`src/rtl/conv_pkg.sv`:
```
// Shared definitions for the 3x3 streaming convolution: FSM encoding,
// datapath widths and the output saturation helper.
package conv_pkg;

   localparam int unsigned PIX_W   = 8;
   localparam int unsigned COEF_W  = 8;
   localparam int unsigned SHIFT_W = 4;
   localparam int unsigned NTAPS   = 9;
   localparam int unsigned PROD_W  = PIX_W + COEF_W + 1;
   localparam int unsigned ACC_W   = PROD_W + 4;

   localparam logic signed [ACC_W-1:0] PIX_MAX = ACC_W'(2 ** PIX_W - 1);

   typedef enum logic [1:0] {
      ST_IDLE  = 2'd0,
      ST_REQ   = 2'd1,
      ST_WAIT  = 2'd2,
      ST_DRAIN = 2'd3
   } state_e;

   // Clamp a signed accumulator into the unsigned pixel range.
   function automatic logic [PIX_W-1:0] saturate(input logic signed [ACC_W-1:0] v);
      if (v[ACC_W-1]) return '0;
      if (v > PIX_MAX) return '1;
      return v[PIX_W-1:0];
   endfunction

endpackage

```
`src/rtl/conv3x3_stream_mac9.sv`:
```
// Two-stage 3x3 multiply / sum / shift / saturate pipeline.
// Optional CONV_ROUND_EN adds round-half-up before the right shift.
module conv_mac9
   import conv_pkg::*;
(
   input  logic                     clk,
   input  logic                     reset,
   input  logic                     i_launch,
   input  logic [NTAPS*PIX_W-1:0]   i_window,
   input  logic [NTAPS*COEF_W-1:0]  i_kernel,
   input  logic [SHIFT_W-1:0]       i_shift,
   output logic                     o_pipe_busy,
   output logic                     o_valid,
   output logic [PIX_W-1:0]         o_pixel
);

   logic signed [PROD_W-1:0] prod_q [NTAPS];
   logic signed [PROD_W-1:0] prod_d [NTAPS];
   logic signed [PROD_W-1:0] op_pix, op_coef;
   logic signed [ACC_W-1:0]  acc, shifted;
   logic                     v1_q, v1_d;
   logic                     valid_q, valid_d;
   logic [PIX_W-1:0]         pixel_q, pixel_d;

   // Stage 1: pixels are unsigned, so a zero MSB keeps them positive in the signed multiply.
   always_comb begin
      v1_d    = i_launch;
      op_pix  = '0;
      op_coef = '0;
      for (int t = 0; t < NTAPS; t++) begin
         op_pix    = PROD_W'($signed({1'b0, i_window[t*PIX_W +: PIX_W]}));
         op_coef   = PROD_W'($signed(i_kernel[t*COEF_W +: COEF_W]));
         prod_d[t] = i_launch ? op_pix * op_coef : prod_q[t];
      end
   end

   // Stage 2: sum, shift, clamp.
   always_comb begin
      acc = '0;
      for (int t = 0; t < NTAPS; t++) begin
         acc = acc + ACC_W'(prod_q[t]);
      end
`ifdef CONV_ROUND_EN
      if (i_shift != '0) begin
         acc = acc + (ACC_W'(1) << (i_shift - SHIFT_W'(1)));
      end
`endif
      shifted = acc >>> i_shift;
      valid_d = v1_q;
      pixel_d = v1_q ? saturate(shifted) : pixel_q;
   end

   always_ff @(posedge clk or posedge reset) begin
      if (reset) begin
         for (int t = 0; t < NTAPS; t++) prod_q[t] <= '0;
         v1_q    <= 1'b0;
         valid_q <= 1'b0;
         pixel_q <= '0;
      end else begin
         for (int t = 0; t < NTAPS; t++) prod_q[t] <= prod_d[t];
         v1_q    <= v1_d;
         valid_q <= valid_d;
         pixel_q <= pixel_d;
      end
   end

   assign o_pipe_busy = v1_q;
   assign o_valid     = valid_q;
   assign o_pixel     = pixel_q;

endmodule

```
`src/rtl/conv3x3_stream.sv`:
```
// Streaming 3x3 convolution: requests pixel triples strip by strip, keeps a
// sliding window and feeds conv_mac9. Rounding option: CONV_ROUND_EN.
module conv3x3_stream
   import conv_pkg::*;
#(
   parameter int unsigned PIX_WIDTH    = PIX_W,
   parameter int unsigned COEF_WIDTH   = COEF_W,
   parameter int unsigned IMAGE_WIDTH  = 10,
   parameter int unsigned IMAGE_HEIGHT = 10,
   parameter int unsigned SHIFT_WIDTH  = SHIFT_W
) (
   input  logic                    clk,
   input  logic                    reset,
   input  logic                    i_start,
   input  logic [9*COEF_WIDTH-1:0] i_kernel,
   input  logic [SHIFT_WIDTH-1:0]  i_shift,
   output logic                    o_read_request,
   input  logic                    i_valid_data,
   input  logic [PIX_WIDTH-1:0]    i_pix0,
   input  logic [PIX_WIDTH-1:0]    i_pix1,
   input  logic [PIX_WIDTH-1:0]    i_pix2,
   output logic                    o_valid,
   output logic [PIX_WIDTH-1:0]    o_pixel,
   output logic                    o_busy,
   output logic                    o_frame_done
);

   localparam int unsigned ROW_W   = $clog2(IMAGE_HEIGHT + 1);
   localparam int unsigned STRIP_W = $clog2(IMAGE_WIDTH);
   localparam int unsigned WIN_W   = NTAPS * PIX_W;

   state_e                    state_q, state_d;
   logic [ROW_W-1:0]          row_cnt_q, row_cnt_d, row_inc;
   logic [STRIP_W-1:0]        strip_cnt_q, strip_cnt_d;
   logic [WIN_W-1:0]          win_q, win_d;
   logic [NTAPS*COEF_W-1:0]   kernel_q, kernel_d;
   logic [SHIFT_W-1:0]        shift_q, shift_d;
   logic                      launch_q, launch_d;
   logic                      req_q, req_d;
   logic                      busy_q, busy_d;
   logic                      done_q, done_d;
   logic                      pipe_busy;

   assign row_inc = row_cnt_q + ROW_W'(1);

   always_ff @(posedge clk or posedge reset) begin
      if (reset) state_q <= ST_IDLE;
      else       state_q <= state_d;
   end

   // Next state plus counter/window updates; window row 0 is the oldest row.
   always_comb begin
      state_d     = state_q;
      row_cnt_d   = row_cnt_q;
      strip_cnt_d = strip_cnt_q;
      win_d       = win_q;
      kernel_d    = kernel_q;
      shift_d     = shift_q;
      launch_d    = 1'b0;
      case (state_q)
         ST_IDLE: begin
            if (i_start) begin
               kernel_d    = i_kernel;
               shift_d     = i_shift;
               row_cnt_d   = '0;
               strip_cnt_d = '0;
               state_d     = ST_REQ;
            end
         end
         ST_REQ: state_d = ST_WAIT;
         ST_WAIT: begin
            if (i_valid_data) begin
               win_d     = {i_pix2, i_pix1, i_pix0, win_q[WIN_W-1:3*PIX_W]};
               row_cnt_d = row_inc;
               launch_d  = (row_inc >= ROW_W'(3));
               state_d   = ST_REQ;
               if (row_inc == ROW_W'(IMAGE_HEIGHT)) begin
                  row_cnt_d   = '0;
                  strip_cnt_d = strip_cnt_q + STRIP_W'(1);
                  if (strip_cnt_q == STRIP_W'(IMAGE_WIDTH - 3)) state_d = ST_DRAIN;
               end
            end
         end
         ST_DRAIN: begin
            if (!launch_q && !pipe_busy) state_d = ST_IDLE;
         end
         default: state_d = ST_IDLE;
      endcase
   end

   // Handshake/status outputs, registered so they line up with the state they describe.
   always_comb begin
      req_d  = (state_d == ST_REQ);
      busy_d = (state_d != ST_IDLE);
      done_d = (state_q == ST_DRAIN) && (state_d == ST_IDLE);
   end

   always_ff @(posedge clk or posedge reset) begin
      if (reset) begin
         row_cnt_q   <= '0;
         strip_cnt_q <= '0;
         win_q       <= '0;
         kernel_q    <= '0;
         shift_q     <= '0;
         launch_q    <= 1'b0;
         req_q       <= 1'b0;
         busy_q      <= 1'b0;
         done_q      <= 1'b0;
      end else begin
         row_cnt_q   <= row_cnt_d;
         strip_cnt_q <= strip_cnt_d;
         win_q       <= win_d;
         kernel_q    <= kernel_d;
         shift_q     <= shift_d;
         launch_q    <= launch_d;
         req_q       <= req_d;
         busy_q      <= busy_d;
         done_q      <= done_d;
      end
   end

   conv_mac9 u_mac (
      .clk         (clk),
      .reset       (reset),
      .i_launch    (launch_q),
      .i_window    (win_q),
      .i_kernel    (kernel_q),
      .i_shift     (shift_q),
      .o_pipe_busy (pipe_busy),
      .o_valid     (o_valid),
      .o_pixel     (o_pixel)
   );

   assign o_read_request = req_q;
   assign o_busy         = busy_q;
   assign o_frame_done   = done_q;

endmodule

```
`config.mk`:
```
export PLATFORM = sky130hd
export DESIGN_NAME = conv3x3_stream
export DESIGN_NICKNAME = d
export VERILOG_FILES = /design/src/rtl/conv_pkg.sv /design/src/rtl/conv3x3_stream_mac9.sv /design/src/rtl/conv3x3_stream.sv
export SDC_FILE = /design/constraint.sdc
export NUM_CORES = 2
export LEC_CHECK = 0
export BUFFER_PORTS_ARGS = -buffer_cell sky130_fd_sc_hd__buf_2
export CAP_MARGIN = 0
export CORE_UTILIZATION = 45
export DETAILED_ROUTE_END_ITERATION = 7
export SKIP_CTS_REPAIR_TIMING = 1
export SYNTH_ARGS = -nofsm -noshare
export SYNTH_HDL_FRONTEND = slang
export SYNTH_SLANG_ARGS = --single-unit
```
`constraint.sdc`:
```
create_clock -name clk -period 20.4 [get_ports clk]
set_input_delay 2.04 -clock clk [delete_from_list [all_inputs] [get_ports clk]]
set_output_delay 2.04 -clock clk [all_outputs]
set_load 0.01 [all_outputs]
```
==> run metrics <==
status=complete, no violations; most common cell after layout, fill and taps aside=inv_1; crit-path most repeated cell=fa_1; CTS root buf=clkbuf_16; CP top delay family=compound AO/OA/AOI/OAI gates; layout cell share with drive strength beyond 1=9.26%; DR top layer=met5; CTS H-tree lvls=2; vias in the first global route=27371; Arrival @ worst endpoint=9.84 ns; fin util=49.5%; Gate Count Post-Synth=3906; Fmax=107 MHz; Mapped Area=36800 um2; Starting Density=45.6%; Die Wd=288 um; clk_skew=0.0391 ns; final worst path period share=45.8%; FF+latch area=8140 um2; M1 wire length=41.0 mm; Setup CP Type=reg -> reg; Fin Hold WS=0.507 ns; first-pass GRT wire length=148 mm; Slowest-stage cell, CP=a211oi_1; clock sinks=325; metal2 WL=42.6 mm; unrepaired setup endpoints after global routing=no; Post-synth ARST share=100%; total gr overflow=0; CTS tree=yes; Buf+Inv Stages, Crit Path=3; TNS Setup=0 ns; critical path startpoint category=flop; area of the multi-input gates=25600 um2; TritonCTS buffer count=45; routed vias/inst=5.15; actual slew at the worst max-slew pin=0.991 ns; crit path time final=9.35 ns; Met3 Wirelength=3.25 mm; overall routed net length=89.3 mm; Max Cap Violations=0; Seq/Total Area, Yosys=22.1%; final hold viol count=0; Avg Cell Area, Syn=9.42 um2; crit path max fanout=13; die height=288 um; DR iter-0 viols=1508; Layout fillers=7688; Via Count=25958; Worst setup EP type=flop; Relative slew margins=33.9%; Layout area overhead=8.57%; Post-synth EDFFs=0; initial antenna violation count=4; Distinct cells, synth=75; Hold Path Class=reg -> reg; worst endpoint required time=20.89 ns; Clk Latency, worst-skew pair=0.61 ns; Ys Warns=0; dpl ws=11.32 ns; CP peak stage delay=0.57 ns; pin count of the biggest net entering global routing=147; Final ANT Viol Nets=0; clock buffer depth=3; Core Region=80700 um2; clk slew on worst S/H paths=0.06 ns; Yosys reg bits=325; hpwl dp=71.0 mm; Initial DRT Pass Iterations=8; drt wl/cell=17.7 um; Final WS setup=11.05 ns; Ports=116; die area=82900 um2; Remaining DRCs=0; Synthesized Nets=4884; site row count=104; commonest cells after routing, fill and taps aside=inv_1, nand2_1, fa_1, ha_1, dfrtp_1; Slew Viols, Final=0; layout net count=4918; final setup fails=0; Final GP Congestion=0.946; total track usage=22.7%; PortBufs=115; Post-synth top flop=dfrtp_1
## synthesized netlist by cell type, drive strengths merged (3+ instances only)
master / instances / share of area, %
o21bai: 14 / 0.29
a21o: 37 / 0.75
and3: 5 / 0.088
o32ai: 3 / 0.092
xor2: 16 / 0.40
a21boi: 22 / 0.45
inv: 684 / 7.0
a31o: 5 / 0.12
o21ai: 161 / 2.2
clkbuf: 116 / 1.2
and2: 297 / 5.0
buf: 21 / 0.29
a31oi: 8 / 0.15
dfrtp: 325 / 22
o31a: 11 / 0.26
nand4: 7 / 0.12
fa: 444 / 24
or3: 14 / 0.24
or2: 4 / 0.068
nor2b: 24 / 0.41
nand3b: 5 / 0.10
a22o: 3 / 0.071
mux2i: 22 / 0.60
o21a: 14 / 0.29
nand2b: 70 / 1.2
nor4: 3 / 0.13
nor2: 145 / 1.5
xnor2: 96 / 2.3
mux2: 141 / 4.3
a211o: 4 / 0.099
o311ai: 3 / 0.071
a21oi: 107 / 1.5
nand2: 496 / 5.1
and4: 3 / 0.071
o41ai: 19 / 0.45
o2111ai: 3 / 0.088
nand3: 38 / 0.52
nor3: 41 / 0.56
a211oi: 16 / 0.33
ha: 430 / 15
o211ai: 5 / 0.10
## logic make-up (layout without fill, tap and decap cells)
| group | count (synthesis) | in the layout | share of synthesized area (%) |
|---|---|---|---|
| DFF | 325 | 325 | 22.1 |
| adders and majority gates | 874 | 874 | 38.8 |
| and+or+nand+nor | 1155 | 1155 | 15.1 |
| other | 0 | 2 | 0 |
| AOI/OAI and AO/OA | 453 | 453 | 7.80 |
| buffers and inverters | 822 | 891 | 8.46 |
| muxes | 165 | 165 | 5.05 |
| xor gates and xnor gates | 112 | 112 | 2.69 |
## worst reg2reg max path: cells and delay by family, from the launching register on
| family | cells | cell delay, ns |
|---|---|---|
| buffers and inverters | 3 | 0.16 |
| flip-flops | 1 | 0.32 |
| adder cells (fa/ha/maj) | 8 | 3.62 |
| AO/OA/AOI/OAI | 17 | 4.37 |
| XOR/XNOR | 1 | 0.24 |
| AND/OR/NAND/NOR | 1 | 0.17 |
| multiplexers | 1 | 0.37 |
## state kept, by name, summed over array words and instances (netlist names)
name,cells
shift_q,4
row_cnt_q,4
win_q,72
u_mac.o_valid,1
u_mac.prod_q,153
o_frame_done,1
kernel_q,72
o_read_request,1
state_q,2
u_mac.o_pixel,8
strip_cnt_q,4
o_busy,1
launch_q,1
u_mac.o_pipe_busy,1
## through the flow
stage	std cells	area [um2]
after detailed placement	4953	38300
after CTS	5035	40000
after global routing	5036	40000
final	5037	40000
after floorplan	3906	36800
after global placement	4953	38300
## area by class of cell
cell class / count / area share [%]
multi-input combinational: 2759 / 64.0
sequential: 325 / 20.4
inverter: 685 / 6.45
tap: 1060 / 3.32
clock buffer: 58 / 3.12
timing repair buffer: 124 / 1.64
clock inverter: 24 / 1.06
antenna: 2 / 0.0125
## routing by layer
metal  up-vias  track usage (%)
met4         4             6.38
met1     13059             30.8
li1      12404                -
met3       114             2.77
met2       377             38.0
met5         -                0
## path summary, 6_finish.rpt
check | startpoint | end | slack (ns) | cells after the start
max in group asynchronous | reset | kernel_q[12]$_DFFE_PP0P_ | 17.23 | 3
worst min-delay path | u_mac.prod_q[146]$_DFFE_PP0P_ | u_mac.prod_q[146]$_DFFE_PP0P_ | 0.51 | 1
worst max register to register | u_mac.prod_q[103]$_DFFE_PP0P_ | u_mac.o_pixel[7]$_DFFE_PP0P_ | 11.05 | 31
worst min register to register | u_mac.prod_q[146]$_DFFE_PP0P_ | u_mac.prod_q[146]$_DFFE_PP0P_ | 0.51 | 1
worst max-delay path | u_mac.prod_q[103]$_DFFE_PP0P_ | u_mac.o_pixel[7]$_DFFE_PP0P_ | 11.05 | 31
min in group asynchronous | reset | kernel_q[52]$_DFFE_PP0P_ | 1.59 | 2
Power is not shown: default switching activity piles up to over one toggle a cycle in this logic, so the estimate is an artifact.
